`config.mk`:
```
export PLATFORM = sky130hd
export DESIGN_NAME = ram_arbiter
export DESIGN_NICKNAME = d
export VERILOG_FILES = /design/src/rtl/ram_arbiter.sv
export SDC_FILE = /design/constraint.sdc
export NUM_CORES = 1
export LEC_CHECK = 0
export CORE_ASPECT_RATIO = 0.5
export CORE_MARGIN = 2
export CORE_UTILIZATION = 37
export CTS_BUF_LIST = sky130_fd_sc_hd__clkbuf_4 sky130_fd_sc_hd__clkbuf_8 sky130_fd_sc_hd__clkbuf_16
export CTS_CLUSTER_DIAMETER = 30
export DETAILED_ROUTE_END_ITERATION = 8
export HOLD_SLACK_MARGIN = 0.1
export PLACE_DENSITY = 0.84
export SETUP_SLACK_MARGIN = 0.1
export SYNTH_ARGS = -nofsm -noshare
export SYNTH_HDL_FRONTEND = slang
export SYNTH_SLANG_ARGS = --single-unit
```
`constraint.sdc`:
```
create_clock -name clk_i -period 1.45 [get_ports clk_i]
set_input_delay 0.29 -clock clk_i [delete_from_list [all_inputs] [get_ports clk_i]]
set_output_delay 0.29 -clock clk_i [all_outputs]
set_load 0.02 [all_outputs]
```
`src/rtl/ram_arbiter.sv`:
```
// Two-port round-robin arbiter in front of one single-port RAM.
// A granted request is latched, presented to the RAM for exactly one ACCESS
// cycle, and acknowledged with a one-cycle ack in the following DONE cycle.
// Read data is captured into a per-port output register.
//
// Ports:
//   clk_i, rst_i                  clock, synchronous active-high reset
//   reqN_i, wrN_i                 request / write-enable from port N
//   addrN_i, data_inN_i           access address / write data from port N
//   data_outN_o                   registered read data for port N
//   ackN_o                        one-cycle completion pulse for port N
//   ram_en_o, ram_wr_o            RAM enable / write strobe
//   ram_addr_o, ram_data_in_o     latched address / write data to the RAM
//   ram_data_out_i                combinational RAM read data
module ram_arbiter #(
  parameter int unsigned DATA_BITS = 8,
  parameter int unsigned ADDR_BITS = 8
) (
  input  logic                 clk_i,
  input  logic                 rst_i,
  input  logic                 req0_i,
  input  logic                 req1_i,
  input  logic                 wr0_i,
  input  logic                 wr1_i,
  input  logic [ADDR_BITS-1:0] addr0_i,
  input  logic [ADDR_BITS-1:0] addr1_i,
  input  logic [DATA_BITS-1:0] data_in0_i,
  input  logic [DATA_BITS-1:0] data_in1_i,
  output logic [DATA_BITS-1:0] data_out0_o,
  output logic [DATA_BITS-1:0] data_out1_o,
  output logic                 ack0_o,
  output logic                 ack1_o,
  output logic                 ram_en_o,
  output logic                 ram_wr_o,
  output logic [ADDR_BITS-1:0] ram_addr_o,
  output logic [DATA_BITS-1:0] ram_data_in_o,
  input  logic [DATA_BITS-1:0] ram_data_out_i
);

  typedef enum logic [1:0] {StIdle, StAccess, StDone} state_e;

  state_e               state_q;
  logic                 grant_q;
  logic                 last_q;
  logic                 ack0_q, ack1_q;
  logic                 ram_en_q, ram_wr_q;
  logic [ADDR_BITS-1:0] ram_addr_q;
  logic [DATA_BITS-1:0] ram_data_q;
  logic [DATA_BITS-1:0] data_out0_q, data_out1_q;

  logic                 arb_valid;
  logic                 arb_port;
  logic                 sel_wr;
  logic [ADDR_BITS-1:0] sel_addr;
  logic [DATA_BITS-1:0] sel_data;

  // Arbitration: in DONE the just-served port is masked, so only the other
  // port can be granted back-to-back.
  always_comb begin
    arb_valid = 1'b0;
    arb_port  = 1'b0;
    unique case (state_q)
      StIdle: begin
        if (req0_i || req1_i) begin
          arb_valid = 1'b1;
          arb_port  = (req0_i && req1_i) ? ~last_q : req1_i;
        end
      end
      StDone: begin
        arb_port  = ~grant_q;
        arb_valid = grant_q ? req0_i : req1_i;
      end
      default: ;
    endcase
    sel_wr   = arb_port ? wr1_i      : wr0_i;
    sel_addr = arb_port ? addr1_i    : addr0_i;
    sel_data = arb_port ? data_in1_i : data_in0_i;
  end

  // ram_addr_q / ram_data_q double as the latched request fields; ram_wr_q is
  // the latched write flag and is only ever high during ACCESS.
  always_ff @(posedge clk_i) begin
    if (rst_i) begin
      state_q     <= StIdle;
      grant_q     <= 1'b0;
      last_q      <= 1'b1;
      ack0_q      <= 1'b0;
      ack1_q      <= 1'b0;
      ram_en_q    <= 1'b0;
      ram_wr_q    <= 1'b0;
      ram_addr_q  <= '0;
      ram_data_q  <= '0;
      data_out0_q <= '0;
      data_out1_q <= '0;
    end else begin
      ack0_q   <= 1'b0;
      ack1_q   <= 1'b0;
      ram_en_q <= 1'b0;
      ram_wr_q <= 1'b0;
      unique case (state_q)
        StIdle, StDone: begin
          if (arb_valid) begin
            grant_q    <= arb_port;
            ram_addr_q <= sel_addr;
            ram_data_q <= sel_data;
            ram_wr_q   <= sel_wr;
            ram_en_q   <= 1'b1;
            state_q    <= StAccess;
          end else begin
            state_q <= StIdle;
          end
        end
        StAccess: begin
          if (!ram_wr_q) begin
            if (grant_q) data_out1_q <= ram_data_out_i;
            else         data_out0_q <= ram_data_out_i;
          end
          if (grant_q) ack1_q <= 1'b1;
          else         ack0_q <= 1'b1;
          last_q  <= grant_q;
          state_q <= StDone;
        end
        default: state_q <= StIdle;
      endcase
    end
  end

  assign data_out0_o   = data_out0_q;
  assign data_out1_o   = data_out1_q;
  assign ack0_o        = ack0_q;
  assign ack1_o        = ack1_q;
  assign ram_en_o      = ram_en_q;
  assign ram_wr_o      = ram_wr_q;
  assign ram_addr_o    = ram_addr_q;
  assign ram_data_in_o = ram_data_q;

endmodule
```
Word level (Yosys, flattened, before mapping)
Index checks and enable logic that the tools add are counted.
- register bits after elaboration: 40
- input bits: 46
- logic and storage cells: 43
- output and inout bits: 36
- equality and inequality tests: 2
- muxes and demuxes: 14
- reductions and logical operators: 10
- bitwise gates (word level): 6
- operator list (cell ; count):
    $mux W8 ; 2
    $mux W1 ; 9
    $not A1 Y1 ; 6
    $reduce_and A3 Y1 ; 2
    $reduce_or A2 Y1 ; 3
    $pmux W1 S2 ; 2
    $pmux W2 S2 ; 1
    $reduce_or A3 Y1 ; 1
    $eq A2 B1 Y1 const B ; 1
    $eq A2 B2 Y1 const B ; 1
    $logic_not A2 Y1 ; 1
    $reduce_and A2 Y1 ; 1
    $logic_and A1 B1 Y1 ; 1
    $logic_or A1 B1 Y1 ; 1

Logic depth before layout (Yosys ltp)
Gate-level depths: netlist of run 1.
- word-level depth: 5
- mapped depth: 6

Worst setup path after synthesis of run 1
No wires, ideal clock.
- path kind: register -> register
- from: register grant_q
- to: register ram_addr_q[5] (netlist: ram_addr_o[5])
- buffers on the path: 1
- setup slack: -0.018 ns
- period minus slack after synthesis: 1.468 ns
- library setup time: 0.088 ns
- stages on the path, launching flop included: 6
- data arrival time: 1.380 ns
- path through: dfxtp_1 > nor2b_2 > a221oi_4 > buf_6 > nor2_2 > a311oi_2
- word-level cells in the longest chain between the ends: 3
- elaborated cells on any way between the ends: 6
- ends and longest elaborated chain (item ; line ; source):
    from (decl) ; 43 ; logic grant_q;
    from (signal assigned) ; 103 ; grant_q <= arb_port;
    $mux W1 or $not A1 Y1 (tied branches) ; -- ;
    $pmux W1 S2 ; 62 ; unique case (state_q)
    $reduce_and A2 Y1 (no source line) or $mux W8 (tied branches) ; -- ;
    to (signal assigned) ; 104 ; ram_addr_q <= sel_addr;
    to (decl) ; 47 ; logic [ADDR_BITS-1:0] ram_addr_q;
Several ways; a longest one is shown, not always the timed one.
A chain may end at the register's enable or synchronous reset.

Worst setup path after layout of run 1
- from: register grant_q
- to: register ram_data_q[0] (netlist: ram_data_in_o[0])
- word-level cells in the longest chain between the ends: 3
- elaborated cells on any way between the ends: 6
- ends and longest elaborated chain (item ; line ; source):
    $mux W1 or $not A1 Y1 (tied branches) ; -- ;
    $pmux W1 S2 ; 62 ;
    $reduce_and A2 Y1 (no source line) or $mux W8 (tied branches) ; -- ;
    to (signal assigned) ; 105 ; ram_data_q <= sel_data;
    to (decl) ; 48 ; logic [DATA_BITS-1:0] ram_data_q;
Several ways; a longest one is shown, not always the timed one.

==> flow_summary_export.csv, run 1 <==
group,metric,value,unit
clocking,clock_tree_from_tritoncts,"yes",
clocking,total_cts_buffers,5,
yosys,yosys.cell_count.top_type,"dfxtp_1",
clocking,cts_sinks,40,
finish,num-fill-cells,320,
timing,setup_repair_after_global_routing_missed_its_margin,"yes",
floorplan,floorplan.die_area,0.00530,mm2
setup_path,worstRegToRegCells,7,
timing,post-route-worst-setup-slack,-236,ps
floorplan,start_util,0.390,
yosys,post_synthesis_sequential_element_count,40,
yosys,synth-warning-count,0,
yosys,ys_async_sr_fraction,0,
placement,placement.io_buffers,81,
detailed_routing,drc,0,
global_route,vias_in_the_first_global_route,1845,
placement,gp_congestion,0.759,
setup_path,cp-start-kind,"register",
pwr,total_leakage_power,0.00134,uW
setup_path,critical-path-slowest-cell,"dfxtp_4",
finish,design.final.nets,341,
finish,synthToLayoutAreaGrowth,81.5,%
run,drv.max_cap_violation_count,0,
hold_path,hold_path_class,"in -> reg",
timing,max_clock_freq,593,MHz
setup_path,endpoint_kind,"register",
clocking,worstSkewPairLatency,290,ps
yosys,syn_area,0.00174,mm2
yosys,synth_ff_type,"dfxtp_1",
detailed_routing,drt-pass1-iter-count,4,
timing,final_hold_viol_count,0,
yosys,avgSynthCellArea,9.26,um2
yosys,post_synth_main_area_contributors,"dfxtp_1, a311oi_2, nor2_1, nand3_1, mux2i_1",
yosys,dominant_combinational_cell_family_by_area_after_synthesis,"compound AO/OA/AOI/OAI gates",
setup_path,crit_path_frequent_cell,"buf_4",
global_route,grt_first_pass_wirelength,8910,um
detailed_routing,drt_iter0_markers,59,
yosys,synth-simple-area-share,0.196,
timing,tightest_slew,579,ps
yosys,synth_fp_nets,234,
setup_path,cells_traversed_along_the_worst_timing_path,"a21bo_1 > a221oi_4 > buf_4 > buf_12 > buf_4 > nor2_2 > a311oi_1",
finish,drive_above_1_share,0.291,
clocking,clk_transition_reported_paths,80,ps
yosys,synth_cell_types,31,
setup_path,cp_data_required_time,1620,ps
yosys,synthTopCellsByCount,"dfxtp_1, nor2_1, nand2_1, nand3_1, o21ai_0",
detailed_routing,wl_per_cell,16.3,um
floorplan,placeableCoreArea,0.00447,mm2
timing,finalMaxSlewViolations,0,
timing,final.setup_skew,8.44,ps
global_route,number_of_antenna_violations_at_the_first_check_in_global_routing,0,
timing,setup_violations,20,
setup_path,timing.critical_path.from,"grant_q",
placement,dpl.hpwl,3550,um
yosys,synth-compound-area-share,0.238,
yosys,synth-edff-count,0,
yosys,muxShareOfSynthArea,0.0460,
pwr,irDropWorstVdd,0.620,mV
setup_path,reg2reg_to,"ram_data_in_o[0]",
yosys,synth_top_area_cell,"dfxtp_1",
floorplan,pin_count,82,
setup_path,timing.critical_path.fanout_max,8,
yosys,synth_largest_type_area_fraction,0.460,
detailed_routing,route.vias.total,1832,
yosys,synth.yosys.seq_area_share,0.460,
setup_path,crit_end,"ram_data_in_o[0]",
setup_path,worst_r2r_startpoint,"grant_q",
setup_path,max_incr_delay_on_cp,350,ps
detailed_routing,antenna_violating_nets_post_route,0,
global_route,grt_start_max_net_pins,18,
timing,worst_hold_slack,269,ps
floorplan,die_width,101,um
timing,finalWorstPathRequiredPeriod,1690,ps
yosys,synthXorXnorAreaFrac,0,
yosys,postSynthCellCount,188,
outcome,run_status,"complete, but fails checks",
clocking,clk_root_buffer_cell,"clkbuf_8",
global_route,global_route.usage.total,0.224,
setup_path,worst-endpoint-arrival,1860,ps
outcome,failed_checks,"negative setup slack",
floorplan,die_height,52.5,um
setup_path,r2r_setup_slack,-240,ps
timing,max_slew_margin,0.604,
clocking,clock_path_buffers,2,
detailed_routing,vias_per_cell,5.18,
global_route,grt.overflow.total,0,
clocking,htree_num_levels,2,
yosys,synth-adder-area-share,0,
placement,pre_cts_slack,-517,ps
timing,post-route-period-util,1.16,
floorplan,num_rows,17,
pwr,power-per-cell-area,994,mW/mm2
setup_path,critical_path_class,"reg -> reg",
detailed_routing,detail_route.wirelength,5770,um
-- cell families (layout without fill, tap and decap cells) --
group | Yosys count | in the layout
muxes | 8 | 8
buffers and inverters | 20 | 128
other | 0 | 1
and+or+nand+nor | 73 | 73
AOI/OAI and AO/OA | 47 | 47
DFF | 40 | 40
-- stage by stage --
stage | util | setup TNS, ps | instance area, um2 | power (uW) | std cells
2_1_floorplan | - | 0 | 1780 | 1720 | 188
3_3_place_gp | 0.617 | -8020 | 2760 | 2120 | 328
3_5_place_dp | 0.617 | -8670 | 2760 | 2140 | 328
4_1_cts | 0.681 | -584 | 3040 | 3070 | 347
5_1_grt | 0.706 | -2890 | 3160 | 3290 | 353
6_report | 0.707 | -1940 | 3160 | 3140 | 354
-- what timing repair did --
action / 4_1_cts / 5_1_grt
hold buffers: 0 / 0
setup endpoints to repair: 63 / 30
buffers inserted: 8 / 8
gates cloned: 3 / 0
gates resized for setup: 62 / 19
pin swaps: 5 / 8
-- layout make-up --
class,instances,area (um2),area share
inverters,5,18.8,0.00594
clock buffers,8,104,0.0329
well taps,57,71.3,0.0226
multi-input cells,128,945,0.299
diodes,1,2.50,0.000792
flip-flops and latches,40,812,0.257
repair buffers,115,1200,0.382
-- metal layers --
layer  vias to the layer above  track usage  share of wire
li1                        880            -              -
met1                       865        0.250           0.41
met2                        69        0.428           0.50
met3                        18       0.0600          0.057
met4                         0       0.0586          0.034
met5                         -            0              0
-- layout by cell type, fill, tap and decap left out, types with 11 or more instances in the layout --
cell / instances
a311oi_2: 14
buf_12: 11
buf_4: 15
clkdlybuf4s50_1: 42
dfxtp_1: 37
dlygate4sd2_1: 37
nand2_1: 18
nand3_1: 17
nor2_1: 17
o21ai_0: 16
-- power by group --
group	total, uW	switching [uW]	internal [uW]
Combinational	1060	499	560
Sequential	1250	64.1	1190
Clock	826	373	453
Total	3140	935	2200
-- worst min-delay path by stage --
| stage | end | cells after the start | start |
|---|---|---|---|
| floorplan | data_out0_o[0] | 2 | ram_data_out_i[0] |
| global placement | data_out0_o[7] | 2 | data_out0_o[7] |
| detailed placement | data_out0_o[0] | 2 | data_out0_o[0] |
| CTS | grant_q | 2 | rst_i |
| global route | grant_q | 2 | rst_i |
| finish | grant_q | 2 | rst_i |
-- registers in the layout, summed over array words and instances, names as in the netlist --
name / count
ram_en_o: 1
ram_data_in_o: 8
data_out0_o: 8
grant_q: 1
ack1_o: 1
data_out1_o: 8
state_q: 2
ram_wr_o: 1
last_q: 1
ram_addr_o: 8
ack0_o: 1
-- critical path, delay by kind of cell (launching register included) --
kind                   cells  cell delay, ps
AOI/OAI and AO/OA          3             800
DFF                        1             350
buffers and inverters      3             390
and+or+nand+nor            1              30
(Power assumes the default switching activity.)
==> run 2: changes to the inputs <==
- SLEW_MARGIN: unset -> 40
==> results of run 2 <==
Same layout as run 1: the final DEF is identical, and so are final timing and power.
